===== src/rtl/mix_round_ctrl.sv =====
// Eight-lane word mixer: loads a seed, runs R rounds of add/xor/shift mixing one lane per cycle,
// then streams the eight result lanes out with a valid/ready handshake.
module mix_round_ctrl #(
    parameter int W  = 32,
    parameter int RW = 4
) (
    input  logic          clk,
    input  logic          rst_n,
    input  logic          in_valid,
    output logic          in_ready,
    input  logic [W-1:0]  in_data,
    input  logic [RW-1:0] cfg_rounds,
    output logic          out_valid,
    input  logic          out_ready,
    output logic [W-1:0]  out_data,
    output logic [2:0]    out_idx,
    output logic          busy
);
    localparam int NL = 8;
    localparam logic [RW-1:0] ONE_R = 1;

    typedef enum logic [2:0] {IDLE, LOAD, INIT, RA, RX, RS, FIN, OUT} state_t;

    state_t        state, state_n;
    logic [2:0]    ln, ln_n, wi;
    logic [RW-1:0] rc, rc_n, rr, rr_n, rc_inc;
    logic [W-1:0]  o [NL];
    logic          we;
    logic [W-1:0]  nv, nv_cmp, mul_k, add_k;
    logic [2:0]    i1, i2, i3, i4, i5;

    assign i1     = ln + 3'd1;
    assign i2     = ln + 3'd2;
    assign i3     = ln + 3'd3;
    assign i4     = ln + 3'd4;
    assign i5     = ln + 3'd5;
    assign rc_inc = rc + ONE_R;

    always_comb begin
        mul_k = W'(2);
        add_k = W'(3);
        case (ln)
            3'd0: begin mul_k = W'(2);  add_k = W'(3);  end
            3'd1: begin mul_k = W'(3);  add_k = W'(5);  end
            3'd2: begin mul_k = W'(5);  add_k = W'(7);  end
            3'd3: begin mul_k = W'(7);  add_k = W'(11); end
            3'd4: begin mul_k = W'(11); add_k = W'(13); end
            3'd5: begin mul_k = W'(13); add_k = W'(17); end
            3'd6: begin mul_k = W'(17); add_k = W'(19); end
            default: begin mul_k = W'(19); add_k = W'(23); end
        endcase
    end

    // Single shared datapath; reads live registers so earlier lanes of a phase feed later ones
    always_comb begin
        nv_cmp = o[ln];
        case (state)
            INIT:    nv_cmp = o[ln] + {{(W-3){1'b0}}, ln};
            RA:      nv_cmp = o[ln] + o[i1] - o[i5];
            RX:      nv_cmp = o[ln] ^ (o[i3] << 16);
            RS:      nv_cmp = o[ln] - (o[i2] >> 17) + (o[i4] >> 12);
            FIN:     nv_cmp = o[ln] * mul_k + add_k;
            default: nv_cmp = o[ln];
        endcase
    end

    always_comb begin
        state_n   = state;
        ln_n      = ln;
        rc_n      = rc;
        rr_n      = rr;
        we        = 1'b0;
        wi        = ln;
        nv        = in_data;
        in_ready  = 1'b0;
        out_valid = 1'b0;
        case (state)
            IDLE: begin
                in_ready = 1'b1;
                if (in_valid) begin
                    we      = 1'b1;
                    wi      = 3'd0;
                    rr_n    = cfg_rounds;
                    ln_n    = 3'd1;
                    state_n = LOAD;
                end
            end
            LOAD: begin
                in_ready = 1'b1;
                if (in_valid) begin
                    we   = 1'b1;
                    ln_n = ln + 3'd1;
                    if (ln == 3'd7) begin
                        rc_n    = '0;
                        state_n = INIT;
                    end
                end
            end
            INIT, RA, RX, RS, FIN: begin
                we   = 1'b1;
                nv   = nv_cmp;
                ln_n = ln + 3'd1;
                if (ln == 3'd7) begin
                    case (state)
                        INIT: state_n = (rr == '0) ? FIN : RA;
                        RA:   state_n = RX;
                        RX:   state_n = RS;
                        RS: begin
                            rc_n    = rc_inc;
                            state_n = (rc_inc == rr) ? FIN : RA;
                        end
                        default: state_n = OUT;
                    endcase
                end
            end
            OUT: begin
                out_valid = 1'b1;
                if (out_ready) begin
                    ln_n = ln + 3'd1;
                    if (ln == 3'd7) state_n = IDLE;
                end
            end
            default: state_n = IDLE;
        endcase
    end

    always_ff @(posedge clk or negedge rst_n) begin
        if (!rst_n) begin
            state <= IDLE;
            ln    <= '0;
            rc    <= '0;
            rr    <= '0;
            for (int i = 0; i < NL; i++) o[i] <= '0;
        end else begin
            state <= state_n;
            ln    <= ln_n;
            rc    <= rc_n;
            rr    <= rr_n;
            for (int i = 0; i < NL; i++)
                if (we && wi == 3'(i)) o[i] <= nv;
        end
    end

    assign out_data = (state == OUT) ? o[ln] : '0;
    assign out_idx  = ln;
    assign busy     = (state != IDLE);
endmodule


===== config.mk =====
export PLATFORM = sky130hd
export DESIGN_NAME = mix_round_ctrl
export DESIGN_NICKNAME = d
export VERILOG_FILES = /design/src/rtl/mix_round_ctrl.sv
export SDC_FILE = /design/constraint.sdc
export NUM_CORES = 2
export LEC_CHECK = 0
export BUFFER_PORTS_ARGS = -buffer_cell sky130_fd_sc_hd__buf_4
export CORE_MARGIN = 2
export CORE_UTILIZATION = 65
export CTS_CLUSTER_SIZE = 40
export DETAILED_ROUTE_END_ITERATION = 7
export GPL_TIMING_DRIVEN = 0
export HOLD_SLACK_MARGIN = 0.12
export PLACE_DENSITY = 0.91
export SLEW_MARGIN = 5
export SYNTH_ARGS = -nofsm -noshare
export SYNTH_HDL_FRONTEND = slang
export SYNTH_SLANG_ARGS = --single-unit

===== constraint.sdc =====
create_clock -name clk -period 8.8 [get_ports clk]
set_clock_uncertainty 0.05 [all_clocks]
set_input_delay 1.32 -clock clk [delete_from_list [all_inputs] [get_ports clk]]
set_output_delay 1.32 -clock clk [all_outputs]
set_load 0.05 [all_outputs]

; ---- After elaboration in Yosys (flattened, before gate mapping)
; Index checks and enable logic that the tools add are counted.
; Widths: inputs -> output; s select.
[word_totals]
register_bits = 270
in_bits = 40
[classes]
add_sub_neg = 12
mul = 1
n_lt_le_gt_ge = 6
n_eq_ne = 29
muxes = 47
n_bitwise = 7
n_reduce_logical = 20
[op_table]
columns = op, count
row1 = $bmux 32 s3, 6
row2 = $mux 32, 12
row3 = $pmux 32 s5, 1
row4 = $pmux 5 s7, 2
row5 = $add 32x32->32, 2
row6 = $eq 3x3->1 const B, 12
row7 = $mux 3, 12
row8 = $pmux 3 s4, 3
row9 = $add 32x20->32, 1
row10 = $add 32x3->32, 1
row11 = $mul 32x32->32, 1
row12 = $mux 16, 2
row13 = $sub 32x15->32, 1
row14 = $sub 32x32->32, 1
row15 = $xor 32x32->32, 1
row16 = $ge 4x4->1 const B, 6
row17 = $not 3->4, 6
row18 = $eq 3x2->1 const B, 6
row19 = $mux 4, 4
row20 = $ne 2x2->1 const B, 7
row21 = $eq 3x1->1 const B, 3
row22 = $logic_not 3->1, 3
row23 = $logic_and 1x1->1, 8
row24 = $pmux 4 s2, 1
row25 = other kinds (16), 20

; ---- Depth between registers and ports, before layout
[logic_depth]
ltp_word = 9
ltp_mapped = 30
depth_no_buf = 22

; ---- Worst setup path before layout
; Ideal clock, no wire load.
[synth_path]
path_kind = flip-flop to flip-flop
from = register ln[0] (netlist: out_idx[0])
to = register o[151] (netlist bit)
setup_time_ns = 0.125
arrival_time_ns = 7.966
required_time_ns = 8.625
setup_slack_ns = 0.660
stages_incl_launch_ff = 26
synth_period_minus_slack_ns = 8.140
cell_sequence = dfrtp_1 buf_6 buf_12 buf_12 buf_6 inv_2 buf_4 buf_2 ha_1 clkbuf_1 clkbuf_1 clkbuf_1 clkbuf_1 mux4_2 mux2_2 fa_1 ha_1 a21oi_1 nand2_1 a2111oi_0 nand2_1 a41o_1 xor2_1 a222oi_1 o211ai_1 mux2_2
[synth_via]
elab_chain_len = 9
[synth_rtl]
columns = element, line
row1 = start: declaration, 25  ; logic [2:0] ln, ln_n, wi;
row2 = start signal: assignment, 136  ; ln <= ln_n;
row3 = branches (longest 9 deep; another with $mul 32x32->32), -
row4 = end signal: indexed assignment, 140  ; if (we && wi == 3'(i)) o[i] <= nv;
row5 = end: declaration, 27  ; logic [W-1:0] o [NL];
; Parallel ways; which one is timed is not known. The select of a mux whose other input is x is not followed.
; A chain may end at the register's enable or synchronous reset.

; ---- Worst setup path in the final report
[layout_path]
from = register ln[0] (netlist: out_idx[0])
to = register o[170] (netlist bit)
; The elaborated chain is that of the path after synthesis.

==> flow_summary.yaml <==
status:
  status: "finished with violations"
  failed_checks: "design-rule violations, negative setup slack"
yosys:
  syn_inst: 3003
  synth_edf_count: 0
  yosysTopAreaCell: "dfrtp_1"
  async_flop_share: 1.000
  ys_warn_count: 0
  ys_top_cells_by_area: "dfrtp_1 23%, mux4_2 13%, fa_1 9.3%"
  ys_seq_area_frac: 0.2346
  synth_ff_type: "dfrtp_1"
  synth_nets: 3326
  yosysUniqueCellTypes: 91
  synth-seq-cells: 270
  avgSynthCellArea_um2: 9.589
  netlist.area_leader.share: 0.2346
  syn-cell-area_mm2: 0.02880
place:
  gp_congestion: 1.095
  dp_hpwl_mm: 93.20
  port-buffer-count: 77
  dp_slack_ns: -2.923
  placedCellCount: 3678
grt:
  grt_max_degree: 121
  grtUsageTotal: 0.5296
  antenna_found_initial: 4
  grt_overflow: 0
  grt_pass1_wl_mm: 178.1
  grt_pass1_vias: 27583
flow_run:
  drv_cap: 0
setup_path:
  crit_path_end_kind: "flip-flop"
  critical_path_peak_fanout: 10
  crit_slowest_cell: "clkdlybuf4s15_1"
  crit_chain: "buf_6 -> buf_12 -> buf_12 -> buf_6 -> buf_6 -> buf_6 -> buf_2 -> clkdlybuf4s15_1 -> mux4_2 -> mux2i_1 -> fa_1 -> ha_1 -> o21ai_0 -> o21ai_0 -> a21oi_1 -> xnor2_1 -> nand2_1 -> o2111a_1 -> o21bai_1 -> a221oi_2 -> mux2_2"
  crit_path_start_kind: "flip-flop"
  slowest_delay_ns: 1.04
  critPathMostFrequentCell: "buf_6"
  cp_data_arrival_time_ns: 9.41
  setup.worst_path.class: "reg2reg"
  worst_ep_required_time_ns: 9.26
route:
  vias_per_cell: 7.486
  drt_iter0_markers: 4332
  wl_per_cell_um: 32.94
  wirelength_mm: 122.9
  num_vias: 27922
  postRouteAntennaNets: 0
  drt_first_pass_iters: 8
  drcViolationCount: 2
cts:
  cts_inserted_buffers: 28
  ctsRootBufferMaster: "clkbuf_16"
  cts_tree: "done"
  insertion_delay_ns: 0.58
  clk_pin_slew_ns: 0.07
  ctsHtreeMaxLevel: 1
  ctsHoldBuffers: 0
  clock-sinks: 270
  clock_path_buffers: 3
floorplanning:
  start_util: 0.6555
  row_count: 77
  chipWidth_um: 214.5
  die_h_um: 214.5
  pin_count: 78
  core_area_mm2: 0.04393
  die_area_mm2: 0.04600
sta:
  slew_violations: 0
  hold_viol: 0
  post-route-period-util: 1.016
  worstMarginPinSlew_ns: 1.374
  fin_ws_ns: -0.1434
  fin_crit_ns: 8.943
  slew_headroom: 0.05753
  max_clock_freq_ghz: 0.1118
  setup_viol: 41
cells_and_area:
  fillCellCount: 3130
  final_cell_mix: "319 x nor2_1, 313 x nand2_1, 269 x dfrtp_1, 246 x inv_1, 184 x o21ai_0"
  num-nets-final: 3438
  area_delta_synth_final_pct: 9.590
  final_common_cell: "nor2_1"
  fin_cells: 3730
  final_util: 0.7183
  final_layout_size_suffix_gt1_frac: 0.1825
hold_path:
  hold_class: "reg2reg"
-- logic make-up (layout without fill, tap and decap cells) --
family | after synthesis | in the layout | share of synthesized area
adders and majority gates | 283 | 283 | 0.1579
buffers and inverters | 430 | 562 | 0.06235
and+or+nand+nor | 806 | 806 | 0.1205
muxes | 433 | 433 | 0.2352
AOI/OAI and AO/OA | 664 | 664 | 0.1538
xor gates and xnor gates | 117 | 117 | 0.03559
DFF | 270 | 270 | 0.2346
other | 0 | 3 | 0
-- through the flow --
stage	instance area [µm²]	hold slack, ns	setup TNS [ns]
2_1_floorplan	28800	0.4147	0
3_3_place_gp	30120	0.4278	-518.71
3_5_place_dp	30230	0.4450	-536.52
4_1_cts	31370	0.4634	0
5_1_grt	31550	0.4920	-0.03597
6_report	31560	0.4725	-2.818
-- registers in the layout, summed over array words and instances (netlist names) --
| register | flops |
|---|---|
| out_idx | 3 |
| state | 3 |
| o | 256 |
| rc | 4 |
| rr | 4 |
-- synthesized netlist by cell type (46+ instances only) --
library cell	n
mux2_2	127
clkbuf_1	123
o21ai_0	184
mux4_2	167
o31ai_1	46
fa_1	134
xnor2_1	77
a21oi_1	133
inv_1	246
mux2i_1	121
ha_1	149
dfrtp_1	270
nand2_1	313
nor2_1	319
-- path summary, 6_finish.rpt --
check / startpoint / endpoint / slack [ns] / cells after the start
max in group asynchronous: rst_n / out_idx[0] / 6.64 / 3
min in group asynchronous: rst_n / o[29] / 0.60 / 1
worst max-delay path: out_idx[0] / o[170] / -0.14 / 21
worst min-delay path: o[249] / o[249] / 0.47 / 2
worst max register to register: out_idx[0] / o[170] / -0.14 / 21
worst min register to register: o[249] / o[249] / 0.47 / 2
-- worst max-delay path: cells and delay by family, from the launching register on --
family	cells	cell delay [ns]
adder cells (fa/ha/maj)	2	0.98
AND/OR/NAND/NOR	1	0.16
multiplexers	3	1.39
AO/OA/AOI/OAI	6	2.40
buffers and inverters	8	2.88
flip-flops	1	0.69
XOR/XNOR	1	0.26
-- cell type report --
cell class / count / area (µm²) / area share
Antenna cell: 3 / 7.507 / 0.0002379
Buffer: 175 / 910.9 / 0.02886
Clock buffer: 38 / 829.5 / 0.02629
Clock inverter: 12 / 115.1 / 0.003648
Inverter: 248 / 932.1 / 0.02954
Multi-Input combinational cell: 2303 / 20490 / 0.6493
Sequential cell: 270 / 6758 / 0.2141
Tap cell: 592 / 740.7 / 0.02347
Timing Repair Buffer: 89 / 773.2 / 0.02450
-- metal layers --
| layer | global-route usage | share of wire |
|---|---|---|
| met1 | 0.6202 | 0.32 |
| met2 | 0.7666 | 0.41 |
| met3 | 0.2180 | 0.15 |
| met4 | 0.4308 | 0.11 |
| met5 | 0.001042 | 0.00060 |
-- what timing repair did --
action,CTS,global route
setup endpoints to repair,256,198
pin swaps,2,6
gates resized for setup,52,45
setup buffers,1,5
Power is not shown: default switching activity piles up to over one toggle a cycle in this logic, so the estimate is an artifact.
